`src/rtl/main_controller_pkg.sv`:
```
// Shared constants for the multi-cycle MIPS main controller: opcodes, alu_op classes,
// FSM state encodings, mux selects and the control-word layout. Optional JAL support: MAIN_CTRL_JAL_EN.
package main_controller_pkg;

  localparam logic [5:0] OP_R    = 6'b000000;
  localparam logic [5:0] OP_J    = 6'b000010;
  localparam logic [5:0] OP_JAL  = 6'b000011;
  localparam logic [5:0] OP_BEQ  = 6'b000100;
  localparam logic [5:0] OP_ADDI = 6'b001000;
  localparam logic [5:0] OP_LW   = 6'b100011;
  localparam logic [5:0] OP_SW   = 6'b101011;

  localparam logic [1:0] ALU_MTYPE = 2'b00;
  localparam logic [1:0] ALU_BTYPE = 2'b01;
  localparam logic [1:0] ALU_RTYPE = 2'b10;
  localparam logic [1:0] ALU_JTYPE = 2'b11;

  localparam logic [1:0] SRC_B_REG     = 2'b00;
  localparam logic [1:0] SRC_B_FOUR    = 2'b01;
  localparam logic [1:0] SRC_B_IMM     = 2'b10;
  localparam logic [1:0] SRC_B_IMM_SH2 = 2'b11;

  localparam logic [1:0] PC_SRC_ALU    = 2'b00;
  localparam logic [1:0] PC_SRC_ALUOUT = 2'b01;
  localparam logic [1:0] PC_SRC_JUMP   = 2'b10;

  localparam logic [1:0] REG_DST_RT  = 2'b00;
  localparam logic [1:0] REG_DST_RD  = 2'b01;
  localparam logic [1:0] REG_DST_R31 = 2'b10;

  localparam logic [1:0] MEM_TO_REG_ALUOUT = 2'b00;
  localparam logic [1:0] MEM_TO_REG_MDR    = 2'b01;
  localparam logic [1:0] MEM_TO_REG_PC     = 2'b10;

`ifdef MAIN_CTRL_JAL_EN
  localparam logic JAL_EN = 1'b1;
`else
  localparam logic JAL_EN = 1'b0;
`endif

  typedef enum logic [3:0] {
    S_FETCH     = 4'd0,
    S_DECODE    = 4'd1,
    S_MEM_ADDR  = 4'd2,
    S_MEM_READ  = 4'd3,
    S_MEM_WB    = 4'd4,
    S_MEM_WRITE = 4'd5,
    S_R_EXEC    = 4'd6,
    S_R_WB      = 4'd7,
    S_BRANCH    = 4'd8,
    S_JUMP      = 4'd9,
    S_ADDI_EXEC = 4'd10,
    S_ADDI_WB   = 4'd11,
    S_JAL       = 4'd12
  } state_t;

  typedef struct packed {
    logic       pc_write;
    logic       pc_write_cond;
    logic       i_or_d;
    logic       mem_read;
    logic       mem_write;
    logic       ir_write;
    logic       reg_write;
    logic       alu_src_a;
    logic [1:0] alu_src_b;
    logic [1:0] pc_src;
    logic [1:0] reg_dst;
    logic [1:0] mem_to_reg;
    logic [1:0] alu_op;
    logic       instr_done;
  } ctrl_word_t;

  localparam int CTRL_W = $bits(ctrl_word_t);
  localparam ctrl_word_t CTRL_IDLE = '0;

  function automatic logic opcode_known(input logic [5:0] op);
    logic known;
    case (op)
      OP_R, OP_LW, OP_SW, OP_BEQ, OP_J, OP_ADDI: known = 1'b1;
      OP_JAL:                                    known = JAL_EN;
      default:                                   known = 1'b0;
    endcase
    return known;
  endfunction

endpackage

```
`src/rtl/main_controller_decode.sv`:
```
// Combinational state -> control-word lookup for the main controller.
// The JAL row exists only when MAIN_CTRL_JAL_EN is defined.
module main_controller_decode
  import main_controller_pkg::*;
(
  input  logic [3:0]        state,
  output logic [CTRL_W-1:0] ctrl
);

  ctrl_word_t cw_s;

  // Moore output table; unlisted controls stay idle, unknown encodings drive nothing
  always_comb begin
    cw_s = CTRL_IDLE;
    case (state_t'(state))
      S_FETCH: begin
        cw_s.mem_read  = 1'b1;
        cw_s.ir_write  = 1'b1;
        cw_s.pc_write  = 1'b1;
        cw_s.alu_src_b = SRC_B_FOUR;
      end
      S_DECODE: cw_s.alu_src_b = SRC_B_IMM_SH2;
      S_MEM_ADDR, S_ADDI_EXEC: begin
        cw_s.alu_src_a = 1'b1;
        cw_s.alu_src_b = SRC_B_IMM;
      end
      S_MEM_READ: begin
        cw_s.mem_read = 1'b1;
        cw_s.i_or_d   = 1'b1;
      end
      S_MEM_WB: begin
        cw_s.reg_write  = 1'b1;
        cw_s.reg_dst    = REG_DST_RT;
        cw_s.mem_to_reg = MEM_TO_REG_MDR;
        cw_s.instr_done = 1'b1;
      end
      S_MEM_WRITE: begin
        cw_s.mem_write  = 1'b1;
        cw_s.i_or_d     = 1'b1;
        cw_s.instr_done = 1'b1;
      end
      S_R_EXEC: begin
        cw_s.alu_src_a = 1'b1;
        cw_s.alu_src_b = SRC_B_REG;
        cw_s.alu_op    = ALU_RTYPE;
      end
      S_R_WB: begin
        cw_s.reg_write  = 1'b1;
        cw_s.reg_dst    = REG_DST_RD;
        cw_s.instr_done = 1'b1;
      end
      S_BRANCH: begin
        cw_s.alu_src_a     = 1'b1;
        cw_s.alu_op        = ALU_BTYPE;
        cw_s.pc_write_cond = 1'b1;
        cw_s.pc_src        = PC_SRC_ALUOUT;
        cw_s.instr_done    = 1'b1;
      end
      S_JUMP: begin
        cw_s.pc_write   = 1'b1;
        cw_s.pc_src     = PC_SRC_JUMP;
        cw_s.alu_op     = ALU_JTYPE;
        cw_s.instr_done = 1'b1;
      end
      S_ADDI_WB: begin
        cw_s.reg_write  = 1'b1;
        cw_s.reg_dst    = REG_DST_RT;
        cw_s.mem_to_reg = MEM_TO_REG_ALUOUT;
        cw_s.instr_done = 1'b1;
      end
`ifdef MAIN_CTRL_JAL_EN
      // r31 takes the PC that FETCH already advanced to PC+4
      S_JAL: begin
        cw_s.pc_write   = 1'b1;
        cw_s.pc_src     = PC_SRC_JUMP;
        cw_s.reg_write  = 1'b1;
        cw_s.reg_dst    = REG_DST_R31;
        cw_s.mem_to_reg = MEM_TO_REG_PC;
        cw_s.alu_op     = ALU_JTYPE;
        cw_s.instr_done = 1'b1;
      end
`endif
      default: cw_s = CTRL_IDLE;
    endcase
  end

  assign ctrl = cw_s;

endmodule

```
`src/rtl/main_controller.sv`:
```
// Multi-cycle MIPS main control FSM: state register, next-state logic and reset gating.
// Define MAIN_CTRL_JAL_EN to support JAL (opcode 000011); otherwise it is treated as illegal.
module main_controller
  import main_controller_pkg::*;
(
  input  logic       clk,
  input  logic       rst,
  input  logic [5:0] opcode,
  output logic       pc_write,
  output logic       pc_write_cond,
  output logic       i_or_d,
  output logic       mem_read,
  output logic       mem_write,
  output logic       ir_write,
  output logic       reg_write,
  output logic       alu_src_a,
  output logic [1:0] alu_src_b,
  output logic [1:0] pc_src,
  output logic [1:0] reg_dst,
  output logic [1:0] mem_to_reg,
  output logic [1:0] alu_op,
  output logic       instr_done,
  output logic       illegal_op
);

  state_t            state_r;
  state_t            state_next_s;
  logic              mem_store_r;
  logic [3:0]        dec_state_s;
  logic [CTRL_W-1:0] ctrl_s;
  ctrl_word_t        cw_s;
  logic              illegal_s;

  // State register
  always_ff @(posedge clk) begin
    if (rst) begin
      state_r <= S_FETCH;
    end else begin
      state_r <= state_next_s;
    end
  end

  // Remembers whether the decoded memory op is a store, so MEM_ADDR needs no second opcode look
  always_ff @(posedge clk) begin
    if (rst) begin
      mem_store_r <= 1'b0;
    end else if (state_r == S_DECODE) begin
      mem_store_r <= (opcode == OP_SW);
    end else begin
      mem_store_r <= mem_store_r;
    end
  end

  // Next-state logic; anything unexpected falls back to FETCH
  always_comb begin
    state_next_s = S_FETCH;
    case (state_r)
      S_FETCH: state_next_s = S_DECODE;
      S_DECODE: begin
        case (opcode)
          OP_R:         state_next_s = S_R_EXEC;
          OP_LW, OP_SW: state_next_s = S_MEM_ADDR;
          OP_BEQ:       state_next_s = S_BRANCH;
          OP_J:         state_next_s = S_JUMP;
          OP_ADDI:      state_next_s = S_ADDI_EXEC;
`ifdef MAIN_CTRL_JAL_EN
          OP_JAL:       state_next_s = S_JAL;
`endif
          default:      state_next_s = S_FETCH;
        endcase
      end
      S_MEM_ADDR: begin
        if (mem_store_r) begin
          state_next_s = S_MEM_WRITE;
        end else begin
          state_next_s = S_MEM_READ;
        end
      end
      S_MEM_READ:  state_next_s = S_MEM_WB;
      S_R_EXEC:    state_next_s = S_R_WB;
      S_ADDI_EXEC: state_next_s = S_ADDI_WB;
      default:     state_next_s = S_FETCH;
    endcase
  end

  // While rst is high the outputs show FETCH with every write enable suppressed
  always_comb begin
    if (rst) begin
      dec_state_s = S_FETCH;
      illegal_s   = 1'b0;
    end else begin
      dec_state_s = state_r;
      illegal_s   = (state_r == S_DECODE) && !opcode_known(opcode);
    end
  end

  main_controller_decode u_decode (
    .state (dec_state_s),
    .ctrl  (ctrl_s)
  );

  assign cw_s = ctrl_word_t'(ctrl_s);

  // Output drive with write-enable gating
  always_comb begin
    pc_write      = cw_s.pc_write      & ~rst;
    pc_write_cond = cw_s.pc_write_cond & ~rst;
    mem_read      = cw_s.mem_read      & ~rst;
    mem_write     = cw_s.mem_write     & ~rst;
    ir_write      = cw_s.ir_write      & ~rst;
    reg_write     = cw_s.reg_write     & ~rst;
    i_or_d        = cw_s.i_or_d;
    alu_src_a     = cw_s.alu_src_a;
    alu_src_b     = cw_s.alu_src_b;
    pc_src        = cw_s.pc_src;
    reg_dst       = cw_s.reg_dst;
    mem_to_reg    = cw_s.mem_to_reg;
    alu_op        = cw_s.alu_op;
    instr_done    = (cw_s.instr_done | illegal_s) & ~rst;
    illegal_op    = illegal_s;
  end

endmodule
```
`config.mk`:
```
export PLATFORM = sky130hd
export DESIGN_NAME = main_controller
export DESIGN_NICKNAME = d
export VERILOG_FILES = /design/src/rtl/main_controller_pkg.sv /design/src/rtl/main_controller_decode.sv /design/src/rtl/main_controller.sv
export SDC_FILE = /design/constraint.sdc
export NUM_CORES = 1
export LEC_CHECK = 0
export CORE_MARGIN = 2
export CORE_UTILIZATION = 40
export DETAILED_ROUTE_END_ITERATION = 10
export PLACE_DENSITY = 0.77
export SLEW_MARGIN = 30
export SYNTH_ARGS = -nofsm -noshare
export SYNTH_HDL_FRONTEND = slang
export SYNTH_HIERARCHICAL = 1
export SYNTH_SLANG_ARGS = --single-unit
export TNS_END_PERCENT = 100
```
`constraint.sdc`:
```
create_clock -name clk -period 1.8 [get_ports clk]
set_clock_uncertainty 0.1 [all_clocks]
set_input_delay 0.18 -clock clk [delete_from_list [all_inputs] [get_ports clk]]
set_output_delay 0.18 -clock clk [all_outputs]
set_load 0.1 [all_outputs]
```
==> impl_results.md, run 1 <==
* Sinks on Clock Net at 5
* H-tree levels at 1
* Prevailing post-synth register cell: dfxtp_1
* Netlist cell types at 38
* Mean cell area of the mapped netlist at 7.40 µm²
* Log Error: [ERROR DPL-0038] Utilization greater than 100%, impossible to legalize
* Biggest area contributors in the synthesized netlist: dfxtp_1 (14%), nor2b_1 (8.8%), buf_6 (7.9%)
* Die Ht at 46.2 µm
* Number of enable-type register cells in the synthesized netlist at 0
* Horizontal die dimension at 46.2 µm
* Routability cong. at 0.894
* Halt point of the flow: 4_1_cts
* Core Rows at 15
* Starting density of the core at 0.421
* Ys async rst share at 0
* Number of buffers on the longest clock path at 2
* Outcome: did not finish
* Sequential-to-total area share from yosys stat at 0.141
* Syn Inst Count at 96
* Number of resized instances in the post-cts repair step at 28
* Number of I/O port buffers at 25
* Count of state elements after synthesis at 5
* Number of top-level design ports at 28
* Biggest area consumer among synthesized cells: dfxtp_1
* Warnings, synthesis at 6
* Mapped cell area at 711 µm²
* Buffer cell driving the clock tree root: clkbuf_4
* Buffers inserted during post-CTS setup optimization at 15
* Estimated wirelength of the detail-placed design at 2210 µm
* Area share of the largest cell type after synthesis at 0.141
* Cts bufs inserted at 3
* Post-CTS Hold Fix Bufs at 0
==> synth_stat cells (all sizes together) (3+ instances only) <==
master,number
nor3b,3
nand2b,4
nand2,5
dfxtp,5
nor2,8
buf,9
nor3,12
nor2b,10
a21oi,6
inv,4
==> through the flow <==
| step | TNS, ps | cell area (µm²) | worst slack (ps) | instances |
|---|---|---|---|---|
| floorplan | -1990 | 941 | -499 | 97 |
| global placement | -3510 | 1520 | -257 | 159 |
| detailed placement | -4720 | 1520 | -341 | 159 |
==> cell families after synthesis <==
| kind of cell | share of synthesized area |
|---|---|
| adder cells (fa/ha/maj) | 0.0282 |
| AND/OR/NAND/NOR | 0.465 |
| XOR/XNOR | 0.0493 |
| flip-flops | 0.141 |
| other | 0.00528 |
| buffers and inverters | 0.148 |
| AO/OA/AOI/OAI | 0.164 |
==> run 2, diff against run 1 <==
- CORE_AREA: default -> 2 2 63 65
- CORE_MARGIN: 2 -> default
- CORE_UTILIZATION: 40 -> default
- DIE_AREA: default -> 0 0 65 67
- PLACE_DENSITY: 0.77 -> default
- PLACE_DENSITY_LB_ADDON: default -> 0.15
==> impl_results.md, run 2 <==
* Largest net degree at the start of global routing at 9
* Number of top-level design ports at 28 (unchanged)
* Arrival time reported for the critical path endpoint at 1580 ps
* Top achievable clock speed at 539 MHz
* Max FFs per register at 4
* Commonest cells after routing, fill and taps aside: buf_4 (31), buf_12 (18), nor2b_4 (9)
* Syn Inst Count at 96 (unchanged)
* Combinational share of power at 0.488
* Vias in the first global route at 912
* Estimated wirelength of the detail-placed design at 1890 µm (was 2210 µm)
* Post-detailed-route wirelength per cell at 11.9 µm
* Hold violation total from the final report at 0
* Post-layout worst setup margin at -55.8 ps
* Routed wire length at 2420 µm
* First-pass GRT wire length at 4130 µm
* Prevailing post-synth register cell: dfxtp_1 (unchanged)
* Top reg by flops: state_r
* Worst path buffer plus inverter count at 3
* Path type of the worst setup path: reg2out
* Vias per cell at 4.48
* Kind of launch point of the worst setup path: register
* Largest registers: state_r x4, mem_store_r x1
* Type of the most critical hold path: reg2reg
* CTS clk-pin slew, worst paths at 40 ps
* Sinks on Clock Net at 5 (unchanged)
* H-tree levels at 1 (unchanged)
* Mean cell area of the mapped netlist at 7.40 µm² (unchanged)
* Die Ht at 67 µm (was 46.2 µm)
* Most common cell after layout, fill and taps aside: buf_4
* Number of buffers on the longest clock path at 2 (unchanged)
* Count of nets after finishing at 164
* Starting density of the core at 0.197 (was 0.421)
* Switching share of power at 0.383
* Global-route usage over all layers at 0.124
* Growth of design area from synthesis to finish at 145%
* Final standard cell area without fillers at 0.00174 mm²
* Violations in the final reports: negative setup slack
* Antenna diode count at 0
* Mapped cell area at 711 µm² (unchanged)
* Warnings, synthesis at 6 (unchanged)
* Power Density at 360 mW/mm²
* Ys async rst share at 0 (unchanged)
* DRC viols at 0
* Cts bufs inserted at 3 (unchanged)
* Critical path, cell by cell: inv_4 > nor2_4 > buf_6 > or3b_1 > a21oi_4 > buf_12
* Routability cong. at 0.704 (was 0.894)
* Outcome: finished, violations left (was did not finish)
* Reported leakage power at 0.689 nW
* Setup-failing EPs final at 4
* Buffer cell driving the clock tree root: clkbuf_8 (was clkbuf_4)
* Clock power frac at 0.332
* Post-route clock period utilization at 1.03
* Final TNS setup at -107 ps
* Reported net switching power at 0.000240 W
* Total of max-cap violations at 0
* Clock tree from TritonCTS: yes
* Biggest area contributors in the synthesized netlist: dfxtp_1 (14%), nor2b_1 (8.8%), buf_6 (7.9%) (unchanged)
* Number of nets still failing antenna checks after routing at 0
* Placeable core region at 0.00361 mm²
* Post-Place Cell Area at 0.00152 mm² (about the same)
* Total vias in the final route at 909
* Count of state elements after synthesis at 5 (unchanged)
* Largest voltage drop on the vdd net at 0.182 mV
* Insertion delay of the later-clocked pin in the worst-skew pair at 220 ps
* Number of antenna violations at the first check in global routing at 0
* Number of slew-limit violations in the final report at 0
* Clock period minus worst slack at 1860 ps
* Horizontal die dimension at 65 µm (was 46.2 µm)
* Cell Int Power at 0.000387 W
* Iteration count of the initial detailed-routing pass at 4
* Biggest area consumer among synthesized cells: dfxtp_1 (unchanged)
* Netlist cell types at 38 (unchanged)
* Share of layout cells above drive strength 1 at 0.690
* Unrepaired setup endpoints after global routing: true
* Maximum net fanout on the critical path at 4
* Top cells by count, synth: nor3_1 (11), nor2b_1 (10), nor2_1 (7), a21oi_1 (6) (unchanged)
* Area share of the largest cell type after synthesis at 0.141 (unchanged)
* Endpoint type of the worst setup path: primary output
* Sequential fraction of design power at 0.180
* Required time of the worst setup path at 1520 ps
* Area enclosed by the die boundary at 0.00436 mm²
* Number of enable-type register cells in the synthesized netlist at 0 (unchanged)
* Most instantiated library cell after synthesis: nor3_1 (unchanged)
* Number of I/O port buffers at 25 (unchanged)
* Number of DRC markers in iteration 0 at 13
* Core Rows at 22 (was 15)
* Congestion Overflow GR at 0
* Sequential-to-total area share from yosys stat at 0.141 (unchanged)
* CP max-delay cell: or3b_1
* Cell class contributing the biggest share of worst-path delay: simple AND/OR/NAND/NOR gates
* Total power consumption of the routed design at 0.000626 W
* Max incr delay on CP at 420 ps
## run 2: cell counts after synthesis
Identical to the previous run, type by type.
## run 2: cell families after synthesis
family	share of synthesized area
other	0.00528
xor gates and xnor gates	0.0493
DFF	0.141
adders and majority gates	0.0282
and+or+nand+nor	0.465
AOI/OAI and AO/OA	0.164
buffers and inverters	0.148
## run 2: final cells by class
cell class                      instances  area [µm²]
Fill cell                             341        1870
Multi-Input combinational cell         78         757
Timing Repair Buffer                   64         743
Sequential cell                         5         115
Tap cell                               48        60.1
Clock buffer                            4        45.0
Inverter                                4        17.5
## run 2: worst register-to-register path, cell delays in order, from the launching register on
cell	delay [ps]
dfxtp_4	330
buf_4	140
buf_4	150
or4b_4	540
nor2_2	90
a21oi_1	90
nor3_2	110
## run 2: repair_timing
item,4_1_cts,5_1_grt
buffers inserted,10,2
pin swaps,11,7
hold buffers,0,0
endpoints found under the setup margin,18,14
resized for setup,23,11
## run 2: metrics by stage
| step | worst slack (ps) | hold WS, ps | instances | util |
|---|---|---|---|---|
| after global routing | -89.4 | 425 | 203 | 0.482 |
| after global placement | -349 | 368 | 187 | 0.422 |
| after floorplan | -499 | 234 | 97 | - |
| final | -55.8 | 373 | 203 | 0.482 |
| after CTS | -81.6 | 371 | 201 | 0.471 |
| after detailed placement | -390 | 367 | 187 | 0.422 |
## run 2: metal layers
metal	share of wire	global-route usage	vias up	wire length (µm)
met1	0.42	0.151	434	1020
met4	0.025	0.0665	0	60
met2	0.52	0.213	19	1270
met5	0	0	-	0
li1	-	-	450	-
met3	0.029	0.0169	6	70
## run 2: power by group through the flow
stage | clock network [W] | logic, W | registers [W]
after floorplan | 0 | 0.000182 | 0.000119
after global placement | 0 | 0.000284 | 0.000122
after detailed placement | 0 | 0.000285 | 0.000122
after CTS | 0.000212 | 0.000301 | 0.000114
after global routing | 0.000219 | 0.000321 | 0.000113
final | 0.000208 | 0.000305 | 0.000113
## run 2: worst paths after layout
path                                                from                  endpoint  slack (ps)  depth (start not counted)
worst max-delay path               state_r[1]$_SDFF_PP0_              alu_src_b[1]         -60                          6
worst min-delay path            mem_store_r$_SDFFE_PP0P_  mem_store_r$_SDFFE_PP0P_         370                          2
worst max register to register     state_r[3]$_SDFF_PP0_     state_r[2]$_SDFF_PP0_         170                          6
worst min register to register  mem_store_r$_SDFFE_PP0P_  mem_store_r$_SDFFE_PP0P_         370                          2
Note: power is estimated with default switching activity, not from simulation.
==> run 3, diff against run 2 <==
- CTS_CLUSTER_SIZE: default -> 12
==> results of run 3 <==
Final layout, timing and power as in run 2 (identical DEF).
